### config.mk
export PLATFORM = sky130hd
export DESIGN_NAME = put_block
export DESIGN_NICKNAME = d
export VERILOG_FILES = /design/src/rtl/put_block.sv
export SDC_FILE = /design/constraint.sdc
export NUM_CORES = 1
export LEC_CHECK = 0
export CAP_MARGIN = 20
export CORE_ASPECT_RATIO = 1.5
export CORE_MARGIN = 4
export CORE_UTILIZATION = 56
export CTS_CLUSTER_SIZE = 8
export DETAILED_ROUTE_END_ITERATION = 6
export GPL_ROUTABILITY_DRIVEN = 1
export PLACE_DENSITY_LB_ADDON = 0.2
export SETUP_SLACK_MARGIN = 0.2
export SYNTH_ARGS = -nofsm -noshare
export SYNTH_HDL_FRONTEND = slang
export SYNTH_SLANG_ARGS = --single-unit
### constraint.sdc
create_clock -name clk -period 9.8 [get_ports clk]
set_clock_uncertainty 0.1 [all_clocks]
set_input_delay 1.96 -clock clk [delete_from_list [all_inputs] [get_ports clk]]
set_output_delay 1.96 -clock clk [all_outputs]
set_load 0.05 [all_outputs]
### src/rtl/put_block.sv
// put_block: writes a J x K block into a row-major matrix buffer, one element
// per memory access, either overwriting or accumulating into existing data.
// Elements outside the matrix bounds still take their cycles but issue no strobes.

`ifndef DATA_W
`define DATA_W 16
`endif
`ifndef J
`define J 2
`endif
`ifndef K
`define K 2
`endif

module put_block #(
  parameter int DATA_W = `DATA_W,
  parameter int J      = `J,
  parameter int K      = `K,
  parameter int ADDR_W = 10
) (
  input  logic                    clk,
  input  logic                    rst,
  input  logic                    start,
  input  logic                    accumulate,
  input  logic [9:0]              start_row,
  input  logic [9:0]              start_col,
  input  logic [9:0]              num_rows,
  input  logic [9:0]              num_cols,
  input  logic [J*K*DATA_W-1:0]   block_in,
  output logic [ADDR_W-1:0]       mem_addr,
  output logic                    mem_re,
  input  logic [DATA_W-1:0]       mem_rdata,
  output logic                    mem_we,
  output logic [DATA_W-1:0]       mem_wdata,
  output logic                    busy,
  output logic                    done
);

  typedef enum logic [1:0] {S_IDLE, S_RD, S_WR, S_DONE} state_t;

  localparam logic [9:0] I_LAST = 10'(J - 1);
  localparam logic [9:0] J_LAST = 10'(K - 1);

  state_t                  state_q, state_d;
  logic                    acc_q, acc_d;
  logic [9:0]              srow_q, srow_d;
  logic [9:0]              scol_q, scol_d;
  logic [9:0]              nrows_q, nrows_d;
  logic [9:0]              ncols_q, ncols_d;
  logic [J*K*DATA_W-1:0]   blk_q, blk_d;
  logic [9:0]              i_q, i_d;
  logic [9:0]              j_q, j_d;

  logic                    busy_q, busy_d;
  logic                    done_q, done_d;
  logic                    re_q, re_d;
  logic                    we_q, we_d;
  logic [ADDR_W-1:0]       addr_q, addr_d;
  logic [DATA_W-1:0]       elem_q, elem_d;

  logic [10:0]             row_sum;
  logic [10:0]             col_sum;
  logic                    in_range;
  logic [31:0]             addr_full;
  logic [DATA_W-1:0]       elem_sel;

  // State register
  always_ff @(posedge clk) begin
    if (!rst) state_q <= S_IDLE;
    else      state_q <= state_d;
  end

  // Next-state logic: transfer sequencing, input latching and element stepping
  always_comb begin
    state_d = state_q;
    acc_d   = acc_q;
    srow_d  = srow_q;
    scol_d  = scol_q;
    nrows_d = nrows_q;
    ncols_d = ncols_q;
    blk_d   = blk_q;
    i_d     = i_q;
    j_d     = j_q;
    case (state_q)
      S_IDLE, S_DONE: begin
        state_d = S_IDLE;
        if (start) begin
          acc_d   = accumulate;
          srow_d  = start_row;
          scol_d  = start_col;
          nrows_d = num_rows;
          ncols_d = num_cols;
          blk_d   = block_in;
          i_d     = '0;
          j_d     = '0;
          state_d = accumulate ? S_RD : S_WR;
        end
      end
      S_RD: state_d = S_WR;
      S_WR: begin
        if (i_q == I_LAST && j_q == J_LAST) begin
          state_d = S_DONE;
        end else begin
          if (j_q == J_LAST) begin
            j_d = '0;
            i_d = i_q + 10'd1;
          end else begin
            j_d = j_q + 10'd1;
          end
          state_d = acc_q ? S_RD : S_WR;
        end
      end
      default: state_d = S_IDLE;
    endcase
  end

  // Output logic: next-cycle strobes, address and element, computed from the next state
  always_comb begin
    row_sum   = {1'b0, srow_d} + {1'b0, i_d};
    col_sum   = {1'b0, scol_d} + {1'b0, j_d};
    in_range  = (row_sum < {1'b0, nrows_d}) && (col_sum < {1'b0, ncols_d});
    addr_full = 32'(row_sum) * 32'(ncols_d) + 32'(col_sum);
    elem_sel  = '0;
    for (int ii = 0; ii < J; ii++) begin
      for (int jj = 0; jj < K; jj++) begin
        if (i_d == 10'(ii) && j_d == 10'(jj))
          elem_sel = blk_d[(ii*K + jj)*DATA_W +: DATA_W];
      end
    end
    busy_d = (state_d == S_RD) || (state_d == S_WR);
    done_d = (state_d == S_DONE);
    re_d   = (state_d == S_RD) && in_range;
    we_d   = (state_d == S_WR) && in_range;
    addr_d = (re_d || we_d) ? addr_full[ADDR_W-1:0] : '0;
    elem_d = we_d ? elem_sel : '0;
  end

  // Datapath and output registers
  always_ff @(posedge clk) begin
    if (!rst) begin
      acc_q   <= 1'b0;
      srow_q  <= '0;
      scol_q  <= '0;
      nrows_q <= '0;
      ncols_q <= '0;
      blk_q   <= '0;
      i_q     <= '0;
      j_q     <= '0;
      busy_q  <= 1'b0;
      done_q  <= 1'b0;
      re_q    <= 1'b0;
      we_q    <= 1'b0;
      addr_q  <= '0;
      elem_q  <= '0;
    end else begin
      acc_q   <= acc_d;
      srow_q  <= srow_d;
      scol_q  <= scol_d;
      nrows_q <= nrows_d;
      ncols_q <= ncols_d;
      blk_q   <= blk_d;
      i_q     <= i_d;
      j_q     <= j_d;
      busy_q  <= busy_d;
      done_q  <= done_d;
      re_q    <= re_d;
      we_q    <= we_d;
      addr_q  <= addr_d;
      elem_q  <= elem_d;
    end
  end

  // Read data arrives in the WR cycle, so the accumulate add sits after the flops
  assign mem_wdata = we_q ? (acc_q ? elem_q + mem_rdata : elem_q) : '0;
  assign mem_addr  = addr_q;
  assign mem_re    = re_q;
  assign mem_we    = we_q;
  assign busy      = busy_q;
  assign done      = done_q;

endmodule

Yosys cells after proc, flatten, opt, wreduce, memory -nomap -nowiden
Index checks and enable logic that the tools add are counted.

storage, ports and cells
  flip-flop bits (word level) = 157
  input port bits = 124
  word-level logic and storage cells = 80

operators by class
  $add $sub $neg = 6
  multiply operators = 1
  magnitude comparators = 2
  equal/unequal tests = 10
  muxes and demuxes = 29
  reduce and logical (&&, ||, !) cells = 17

operators by type and width
  cell                                                               number
  10-bit 2-to-1 mux                                                  14
  64-bit 2-to-1 mux                                                  2
  16-bit 2-to-1 mux                                                  6
  10-bit by 1-bit == test with 1-bit output (second input constant)  4
  10-bit one-hot mux with 2 select lines                             2
  10-bit by 10-bit adder with 11-bit output                          2
  11-bit by 10-bit < comparator with 1-bit output                    2
  10-bit by 1-bit adder with 10-bit output (second input constant)   2
  10-bit logical NOT                                                 2
  16-bit adder                                                       1
  11-bit by 10-bit multiplier with 10-bit output                     1
  10-bit adder                                                       1
  2-bit == test (second input constant)                              4
  1-bit logical AND                                                  8
  2-bit 2-to-1 mux                                                   4
  2-bit one-hot mux with 3 select lines                              1
  2-bit AND reduction                                                3
  2-bit by 1-bit == test with 1-bit output (second input constant)   2
  2-bit logical NOT                                                  1
  1-bit logical OR                                                   2
  2-bit OR reduction                                                 1

Depth between registers and ports, before layout
Gate-level depths: netlist of the first run.

  depth in word-level cells = 10
  gate-level depth with buffers = 38
  depth with buffers taken out = 36

Least setup slack after synthesis of the first run
No wires, ideal clock.

  path type = in2reg
  start point = input port start
  end point = register addr_q[9] (netlist: mem_addr[9])
  arrival = 8.717 ns
  data required time = 9.563 ns
  slack = 0.846 ns
  stages = 31
  path buffers = 3
  cell sequence = nand2_1 clkbuf_1 clkbuf_1 clkbuf_1 nand2_1 nand2_1 ha_1 inv_1 fa_1 nor2b_1 o22ai_1 xnor2_1 nand2_1 fa_1 fa_1 inv_1 ha_1 fa_1 inv_1 fa_1 inv_1 ha_1 nand2_1 o21ai_0 o21ai_0 nand2b_1 a21oi_1 xnor2_1 xnor3_1 xor2_1 nor2_1

on the way
  cells in the longest elaborated chain, start to end = 8
  elaborated cells on any way between the ends = 27
  those cells by class = add/sub (3); mul (1); order compare (2); eq/ne (2); mux (14); reduce/logical (5)

RTL lines
  what                                                                                    line  text
  from (decl)                                                                             23    input logic start,
  10-bit 2-to-1 mux (*)                                                                   87    if (start) begin
  10-bit 2-to-1 mux (*)                                                                   84    case (state_q)
  via srow_d[0]                                                                           46    logic [9:0] srow_q, srow_d;
  10-bit by 10-bit adder with 11-bit output (*)                                           119   row_sum = {1'b0, srow_d} + {1'b0, i_d};
  branches (longest 5 deep; another with 11-bit by 10-bit multiplier with 10-bit output)  -
  to (signal assigned)                                                                    168   addr_q <= addr_d;
  to (decl)                                                                               58    logic [ADDR_W-1:0] addr_q, addr_d;

Mark *: on every way through the listed nets, which the timed path passes.
A chain may end at the register's enable or synchronous reset.

Worst setup path after layout of the first run
  start point = input port start
  end point = register addr_q[9] (netlist: mem_addr[9])

on the way
  cells in the longest elaborated chain, start to end = 8
  elaborated cells on any way between the ends = 27
  those cells by class = add/sub (3); mul (1); order compare (2); eq/ne (2); mux (14); reduce/logical (5)

RTL lines
  what
  branches (longest 8 deep; another with 10-bit by 10-bit adder with 11-bit output)

Several ways; the timed one is not identified.

==> results.txt, run 1 <==
- Number of synthesized register bits: 157
- In this run switching power makes up 31.9% of total power.
- The floorplan step set the die width to 122 um.
- Setup violations remaining at the end of the flow were counted as 0.
- For this design, the slowest cell found on the critical path is sky130_fd_sc_hd__xnor2_1.
* Count of max-cap constraint violations: 0
* Cell area after technology mapping: 0.0109 mm2
- Placed insts: 1622
- HPWL after detailed placement: 22300 um
* Detailed-route via count: 9164
- Clock buffer count from CTS: 17
- Xor and xnor fraction of the mapped netlist area: 4.42%
* Antenna Violating Nets Remaining: 0
- Ratio of total power to cell area: 141 mW/mm2
- Per-instance average area after synthesis: 8.68 um2
- Adder and majority cell fraction of the synthesized area: 16.3%
- On the worst path, the slowest cell contributes a delay of 580 ps.
* Count of standard-cell rows: 62
- The final layout contains routed wiring with a total length of 28900 um.
- Kind of critical path: input port to flop
* Area growth from synthesis to layout: 20.7%
- Worst slack after detailed placement: 377 ps
- Buffers added to address setup during post-CTS repair amount to 0.
- Synthesized netlist net count: 1506
- Total DRC errors in the routed layout: 0
* Worst hold path startpoint: blk_q[49]
- For this run, the top clock speed supported by timing is 110 MHz.
* Internal power component: 1.26 mW
- For this block, the initial DRC count from the detailed router was 402.
* Ant. Diodes: 0
- Cell types with the largest area share after synthesis: sky130_fd_sc_hd__dfxtp_1 (29%), sky130_fd_sc_hd__ha_1 (10%), sky130_fd_sc_hd__nand2_1 (9.0%)
- Global routing consumed, over all layers together, 26.8% of the routing resources.
- Peak supply drop: 0.126 mV
- Buffers on Ports: 153
- For this run, global-route usage on met2 was measured as 50.2%.
- The initial utilization of the core area, before any placement, comes to 57.1%.
- The worst path needs 9060 ps of the cycle, external delays included.
- Destination of the worst register-to-register timing path: mem_addr[9]
- Entering global routing, the biggest net connects 130 pins.
- # IOs: 154
- Routability congestion estimate: 0.946
- In this run, flip-flops and latches consume 37.3% of the power.
- Share of post-route cells with drive strength above 1: 7.37%
* Hold_ws: 360 ps
- After synthesis, the share of cell area in mux cells is 11.1%.
- In this run the clock root is driven by a sky130_fd_sc_hd__clkbuf_16.
- The die covers 0.0219 mm2.
- Antenna violations before repair: 1
- In the global route stage, met3 resource usage came out at 6.57%.
* Clock sink total: 157
- met2 is the most crowded layer.
* CTS tree: yes
- Once routing completed, OpenROAD measured the worst setup slack at 742 ps.
- The analysis attributes to net switching a power of 593 uW.
- The synthesized netlist devotes 12.0% of its cell area to compound gates.
- Summed over all cells, the static leakage comes to 5.55 nW.
- In this run the critical register-to-register path is launched from j_q[0].
- Hold-fix buffers at CTS: 0
- The clock passes through at most 2 buffers.
- After the last flow step, the layout net total stands at 1634.
* FF-to-FF setup slack: 1270 ps
* Run status: finished, final reports clean
- Fill cell instance count of the final layout: 1597
- Setup repair after global routing left no endpoint under its margin.
- At the pin with the least slew margin, the transition time is 1020 ps.
- Core Footprint: 0.0192 mm2
- Wire length of the first global-routing pass: 45400 um
- Share of power burned in combinational logic: 30.4%
- Iteration count of the initial detailed-routing pass: 7
- Library cells used by synthesis: 68
* Vertical die dimension: 179 um
- Path depth of the worst reg2reg path: 31
- After Yosys synthesis, and, or, nand and nor cells account for 22.0% of the synthesized area.
* Top cell type by total area after synthesis: sky130_fd_sc_hd__dfxtp_1
- Htree depth: 4
- Via count of the first global-routing pass: 9406
- Number of pins exceeding their max-slew limit in the final report: 0
* Synth top cells by count: sky130_fd_sc_hd__nand2_1 (261), sky130_fd_sc_hd__dfxtp_1 (157), sky130_fd_sc_hd__inv_1 (95)
* Arrival time of the worst setup path: 9240 ps
- Using the TritonRoute via totals, the vias-per-cell ratio works out to 5.54.
- Fraction of synthesized cell area taken by the top area cell type: 28.7%
- Count leader, synth: sky130_fd_sc_hd__nand2_1
- The Yosys step of the flow raised 0 warnings.
- For the worst setup path, the data required time is 9980 ps.
* Met1 capacity usage during global routing: 26.4%
* Post-route total power: 1.86 mW
- The synthesized design contains 0 enable-type register cells.
* Max_slew headroom: 32.0%
- Cell Count, Final, Fillers Out: 1654
- Portion of the post-synthesis area used by sequential elements: 28.7%
- Number of cells on the worst hold path: 2
- Classification of the worst-slack hold path: flop to flop
- Commonest register cell after synthesis: sky130_fd_sc_hd__dfxtp_1
- PostCTS Resize Cnt: 0
- After layout, the worst path uses 92.4% of the clock period.
* Hold Violations, Final: 0
- Clock Latency Late Sink: 430 ps
* Asr flop ratio synth: 0%
- Post-Syn Instances: 1259
* Sort of element at the start of the critical path: input port
- Endpoint with the worst hold slack: blk_q[49]
* Combinational family with the most area after synthesis: simple AND/OR/NAND/NOR gates
- Clock-pin slew was measured on the worst setup and hold paths at 60 ps.
- Summed over all failing endpoints, the final setup total negative slack is 0 ps.
* Total congestion overflow after global routing: 0
- In this run the worst path has a maximum fanout of 10.
- Critical path capture point type: flop
* Fraction of power consumed by the clock network: 32.3%
- Average wire per cell in the routed design: 17.5 um
==> cell families after synthesis <==
kind of cell             Yosys count
AO/OA/AOI/OAI                    191
XOR/XNOR                          52
multiplexers                      81
buffers and inverters            153
AND/OR/NAND/NOR                  502
adder cells (fa/ha/maj)          123
flip-flops                       157
==> worst max-delay path: cells and delay by family <==
kind | cells | cell delay, ps
buf+inv | 7 | 1040
simple gates | 7 | 760
fa+ha+maj | 8 | 3360
compound gates | 6 | 800
xor+xnor | 4 | 1280
==> flip-flops by register name, indices dropped and copies added (netlist names), 2 cells and up <==
signal and count:
srow_q 10, state_q 2, nrows_q 10, mem_addr 10, elem_q 16, ncols_q 10
scol_q 10, j_q 10, i_q 10, blk_q 64
==> cells in the final DEF (no fill, tap or decap), types with 46 or more instances in the layout <==
cell,n
sky130_fd_sc_hd__clkdlybuf4s50_1,152
sky130_fd_sc_hd__dfxtp_1,157
sky130_fd_sc_hd__nor2_1,46
sky130_fd_sc_hd__a21boi_0,66
sky130_fd_sc_hd__ha_1,90
sky130_fd_sc_hd__nand2_1,260
sky130_fd_sc_hd__nor2b_1,51
sky130_fd_sc_hd__mux2i_1,47
sky130_fd_sc_hd__inv_1,95
sky130_fd_sc_hd__and2_1,55
==> area by class of cell <==
type | instances | area, um2 | area share, %
Timing Repair Buffer | 167 | 1660 | 12.5
Tap cell | 256 | 320 | 2.43
Sequential cell | 157 | 3140 | 23.8
Clock inverter | 10 | 68.8 | 0.521
Inverter | 95 | 357 | 2.70
Clock buffer | 20 | 447 | 3.38
Multi-Input combinational cell | 949 | 7210 | 54.6
==> power groups by stage <==
stage	sequential, mW	clock [mW]	combinational [mW]
2_1_floorplan	0.717	0	0.381
3_3_place_gp	0.705	0	0.548
3_5_place_dp	0.707	0	0.564
4_1_cts	0.693	0.611	0.568
5_1_grt	0.697	0.632	0.630
6_report	0.693	0.600	0.565
==> metal layers <==
| layer | up-vias | wire [um] |
|---|---|---|
| li1 | 4490 | - |
| met5 | - | 13 |
| met1 | 4274 | 10200 |
| met3 | 103 | 1640 |
| met2 | 295 | 15400 |
| met4 | 2 | 1640 |
==> per-stage QoR <==
stage                     area [um2]  util [%]
after floorplan                10900         -
after CTS                      13200      68.7
after global routing           13200      68.9
final                          13200      68.9
after global placement         12600      66.0
after detailed placement       12600      66.0
==> worst max path at each step <==
stage / cells past startpoint / slack (ps) / to / start
detailed placement: 32 / 380 / mem_addr[9] / start
global route: 32 / 430 / mem_addr[9] / start
global placement: 32 / 640 / mem_addr[9] / start
CTS: 32 / 810 / mem_addr[9] / start
floorplan: 31 / 850 / mem_addr[9] / start
finish: 32 / 740 / mem_addr[9] / start
(Power assumes the default switching activity.)
==> run 2: changes to the inputs <==
--- a/config.mk
+++ b/config.mk
@@ -14,6 +14,7 @@
 export GPL_ROUTABILITY_DRIVEN = 1
 export PLACE_DENSITY_LB_ADDON = 0.2
 export SETUP_SLACK_MARGIN = 0.2
+export SLEW_MARGIN = 20
 export SYNTH_ARGS = -nofsm -noshare
 export SYNTH_HDL_FRONTEND = slang
 export SYNTH_SLANG_ARGS = --single-unit
==> run 2 against run 1 <==
Against the previous run: the run now ends with design-rule violations left; critical path depth unchanged; flip-flop and latch count unchanged; non-clock buffer count decreased by 2; die area unchanged; clock-buffer cell count unchanged; total power decreased by 0.20%; final area decreased by 0.27%; first-iteration DRC count increased by 3.0%; via count decreased by 0.27%.
==> results.txt, run 2 (same netlist as run 1, synthesis figures left out) <==
- Startpoint of the worst register-to-register path: j_q[0] (unchanged)
* Fin nets: 1632 (was 1634)
- Achievable frequency: 110 MHz (about the same)
* Area of the die: 0.0219 mm2 (unchanged)
- The number of cells on the critical path came to 32 (unchanged).
* Cell family with the largest share of critical-path delay: adder cells (unchanged)
- The number of buffers created by CTS was 17 (unchanged).
* Destination of the worst register-to-register timing path: mem_addr[9] (unchanged)
- Commonest cells after routing, fill and taps aside: sky130_fd_sc_hd__nand2_1 (260), sky130_fd_sc_hd__dfxtp_1 (157), sky130_fd_sc_hd__clkdlybuf4s50_1 (152) (unchanged).
- The critical path required time came to 9980 ps (about the same).
- DRT met1 WL: 10100 um (was 10200 um)
* Max stage delay cell, worst path: sky130_fd_sc_hd__xnor2_1 (unchanged)
- The post-CTS repair timing setup buffer count is 0 (unchanged).
- The register with the most flip-flops is blk_q (unchanged).
- Total congestion overflow after global routing: 0 (unchanged)
- The worst slack on hold paths is 361 ps (was 360 ps).
- Total DRC errors in the routed layout: 1 (was 0)
* PostCTS Resize Cnt: 0 (unchanged)
* Pin count of the biggest net entering global routing: 130 (unchanged)
- Classification of the worst-slack hold path: flop to flop (unchanged)
- The placed wire-length estimate after detailed placement was 22300 um (unchanged).
- The count of max-cap constraint violations came to 0 (unchanged).
* Failing checks: design-rule violations
- Sort of element at the start of the critical path: input port (unchanged)
- Critical path capture point type: flop (unchanged)
- Unrepaired setup endpoints after global routing: false (unchanged)
- The uppermost layer routed was met5 (unchanged).
* Buffers on Ports: 153 (unchanged)
- The later-pin clock latency in the skew report was 430 ps (about the same).
* Worst slew pin tran: 1030 ps (was 1020 ps)
- Htree depth: 4 (unchanged)
- Effective utilization at floorplan: 57.1% (unchanged)
- The hold buffer count at cts is 0 (unchanged).
- Clock-pin slew on the worst setup and hold paths: 60 ps (about the same)
- The mean routed wirelength per cell was 17.4 um (was 17.5 um).
- The floorplan die width is 122 um (unchanged).
* Clock sink total: 157 (unchanged)
* Arrival time of the worst setup path: 9230 ps (was 9240 ps)
* Core Footprint: 0.0192 mm2 (unchanged)
- Starting DRT DRC Count: 414 (was 402)
- The minimum clock period after layout is 9050 ps (was 9060 ps).
- Peak supply drop: 0.126 mV (about the same)
- The final-report max-slew violation count came to 0 (unchanged).
* Clock root cell: sky130_fd_sc_hd__clkbuf_16 (unchanged)
* Iteration count of the initial detailed-routing pass: 7 (unchanged)
- The via count of the first global-routing pass is 9406 (unchanged).
- The overall power was 1.85 mW (was 1.86 mW).
* Wire length of the first global-routing pass: 45400 um (unchanged)
- Ratio of total power to cell area: 141 mW/mm2 (about the same)
* Vias per inst: 5.53 (was 5.54)
- The buffers plus inverters on the worst setup path is 7 (unchanged).
- Met3 wirelength from detailed routing: 1720 um (was 1640 um)
- Maximum buffer depth of the clock tree: 2 (unchanged)
- Ant. Diodes: 0 (unchanged)
* Kind of critical path: input port to flop (unchanged)
* Area growth from synthesis to layout: 20.4% (was 20.7%)
- The number of flip-flops under the largest register name came to 64 (unchanged).
- The via total after detailed routing is 9139 (was 9164).
- Share of post-route cells with drive strength above 1: 7.31% (was 7.37%)
- The fraction of the cycle the final worst path needs was 92.4% (about the same).
- Cell area after layout: 0.0132 mm2 (about the same)
- The worst slew margin relative to its limit is 30.9% (was 32.0%).
- Run status: finished, violations left (was finished, final reports clean)
- The number of cells on the worst hold path came to 2 (unchanged).
- Sum of negative setup slack: 0 ps (unchanged)
- Regs by FF count: blk_q (64), elem_q (16) (unchanged)
- Routability congestion estimate: 0.946 (unchanged)
- The number of nets with antenna violations after detailed routing came to 0 (unchanged).
- Finish-stage setup viols: 0 (unchanged)
* # IOs: 154 (unchanged)
- The count of endpoints failing hold in the final timing report came to 0 (unchanged).
- The number of cells traversed by the worst register-to-register path is 31 (unchanged).
- Leakage: 5.53 nW (was 5.55 nW)
- Vertical die dimension: 179 um (unchanged)
- The total met2 wirelength after detailed routing was 15400 um (about the same).
* Post-Place Cell Area: 0.0126 mm2 (unchanged)
- Most common cell after layout, fill and taps aside: sky130_fd_sc_hd__nand2_1 (unchanged)
- The placement row count is 62 (unchanged).
- The largest incremental delay on the critical path was 570 ps (was 580 ps).
- CTS tree: yes (unchanged)
- Endpoint with the worst hold slack: blk_q[49] (unchanged)
* Antenna violations before repair: 1 (unchanged)
* Worst hold path startpoint: blk_q[49] (unchanged)
* Global routing usage summed across all routing layers: 26.8% (unchanged)
- The worst reg-to-reg setup slack is 1280 ps (was 1270 ps).
- Wire length reported by the detailed router: 28800 um (was 28900 um)
* Peak fanout along the critical path: 10 (unchanged)
[run 2: cell count changes in the layout (fill, tap and decap cells not counted)]
cell,before,now
sky130_fd_sc_hd__a2111oi_0,1,0
sky130_fd_sc_hd__a2111oi_1,0,1
sky130_fd_sc_hd__buf_16,1,0
sky130_fd_sc_hd__buf_4,12,11
sky130_fd_sc_hd__buf_6,0,1
sky130_fd_sc_hd__dlymetal6s2s_1,1,0
[run 2: power by group]
part | total [mW] | switching, mW | internal, mW | leakage [nW]
sequential | 0.693 | 0.0177 | 0.675 | 1.28
clock | 0.597 | 0.270 | 0.327 | 0.248
combinational | 0.564 | 0.302 | 0.262 | 4.00
[run 2: final cells by class]
class | count | area [um2]
multi-input cells | 949 | 7210
fillers | 1608 | 6000
flip-flops and latches | 157 | 3140
repair buffers | 165 | 1620
clock buffers | 20 | 447
inverters | 95 | 357
well taps | 256 | 320
clock inverters | 10 | 68.8
[run 2: worst max-delay path by stage]
stage,end,slack (ps),from
6_report,mem_addr[9],750,start
5_1_grt,mem_addr[9],430,start
4_1_cts,mem_addr[9],810,start
3_5_place_dp,mem_addr[9],380,start
3_3_place_gp,mem_addr[9],640,start
2_1_floorplan,mem_addr[9],850,start
[run 2: per-layer routing]
layer  global-route usage, %  vias to the layer above
met4                    15.4                        2
met1                    26.4                     4245
met5                       0                        -
li1                        -                     4483
met3                    6.57                      106
met2                    50.2                      303
[run 2: metrics by stage]
step                      worst slack, ps  std cells  util [%]
after global placement                641       1622      66.0
after CTS                             815       1652      68.7
after global routing                  430       1652      68.7
after detailed placement              377       1622      66.0
final                                 749       1652      68.7
after floorplan                       846       1259         -
[run 2: worst min-delay path: cells and delay by family, from the launching register on]
kind / cells / cell delay, ps
compound gates: 1 / 60
simple gates: 1 / 40
flops: 1 / 300
==> run 3: changes to the inputs <==
==> constraint.sdc (replaced) <==
create_clock -name clk -period 9.8 [get_ports clk]
set_clock_uncertainty 0.1 [all_clocks]
set_input_delay 1.96 -clock clk [delete_from_list [all_inputs] [get_ports clk]]
set_output_delay 1.96 -clock clk [all_outputs]
set_load 0.02 [all_outputs]
==> results of run 3 <==
The final DEF is identical to that of run 2. Status: finished, violations left: design-rule violations.
Main changes from that run: total power 1.85 mW -> 1.84 mW
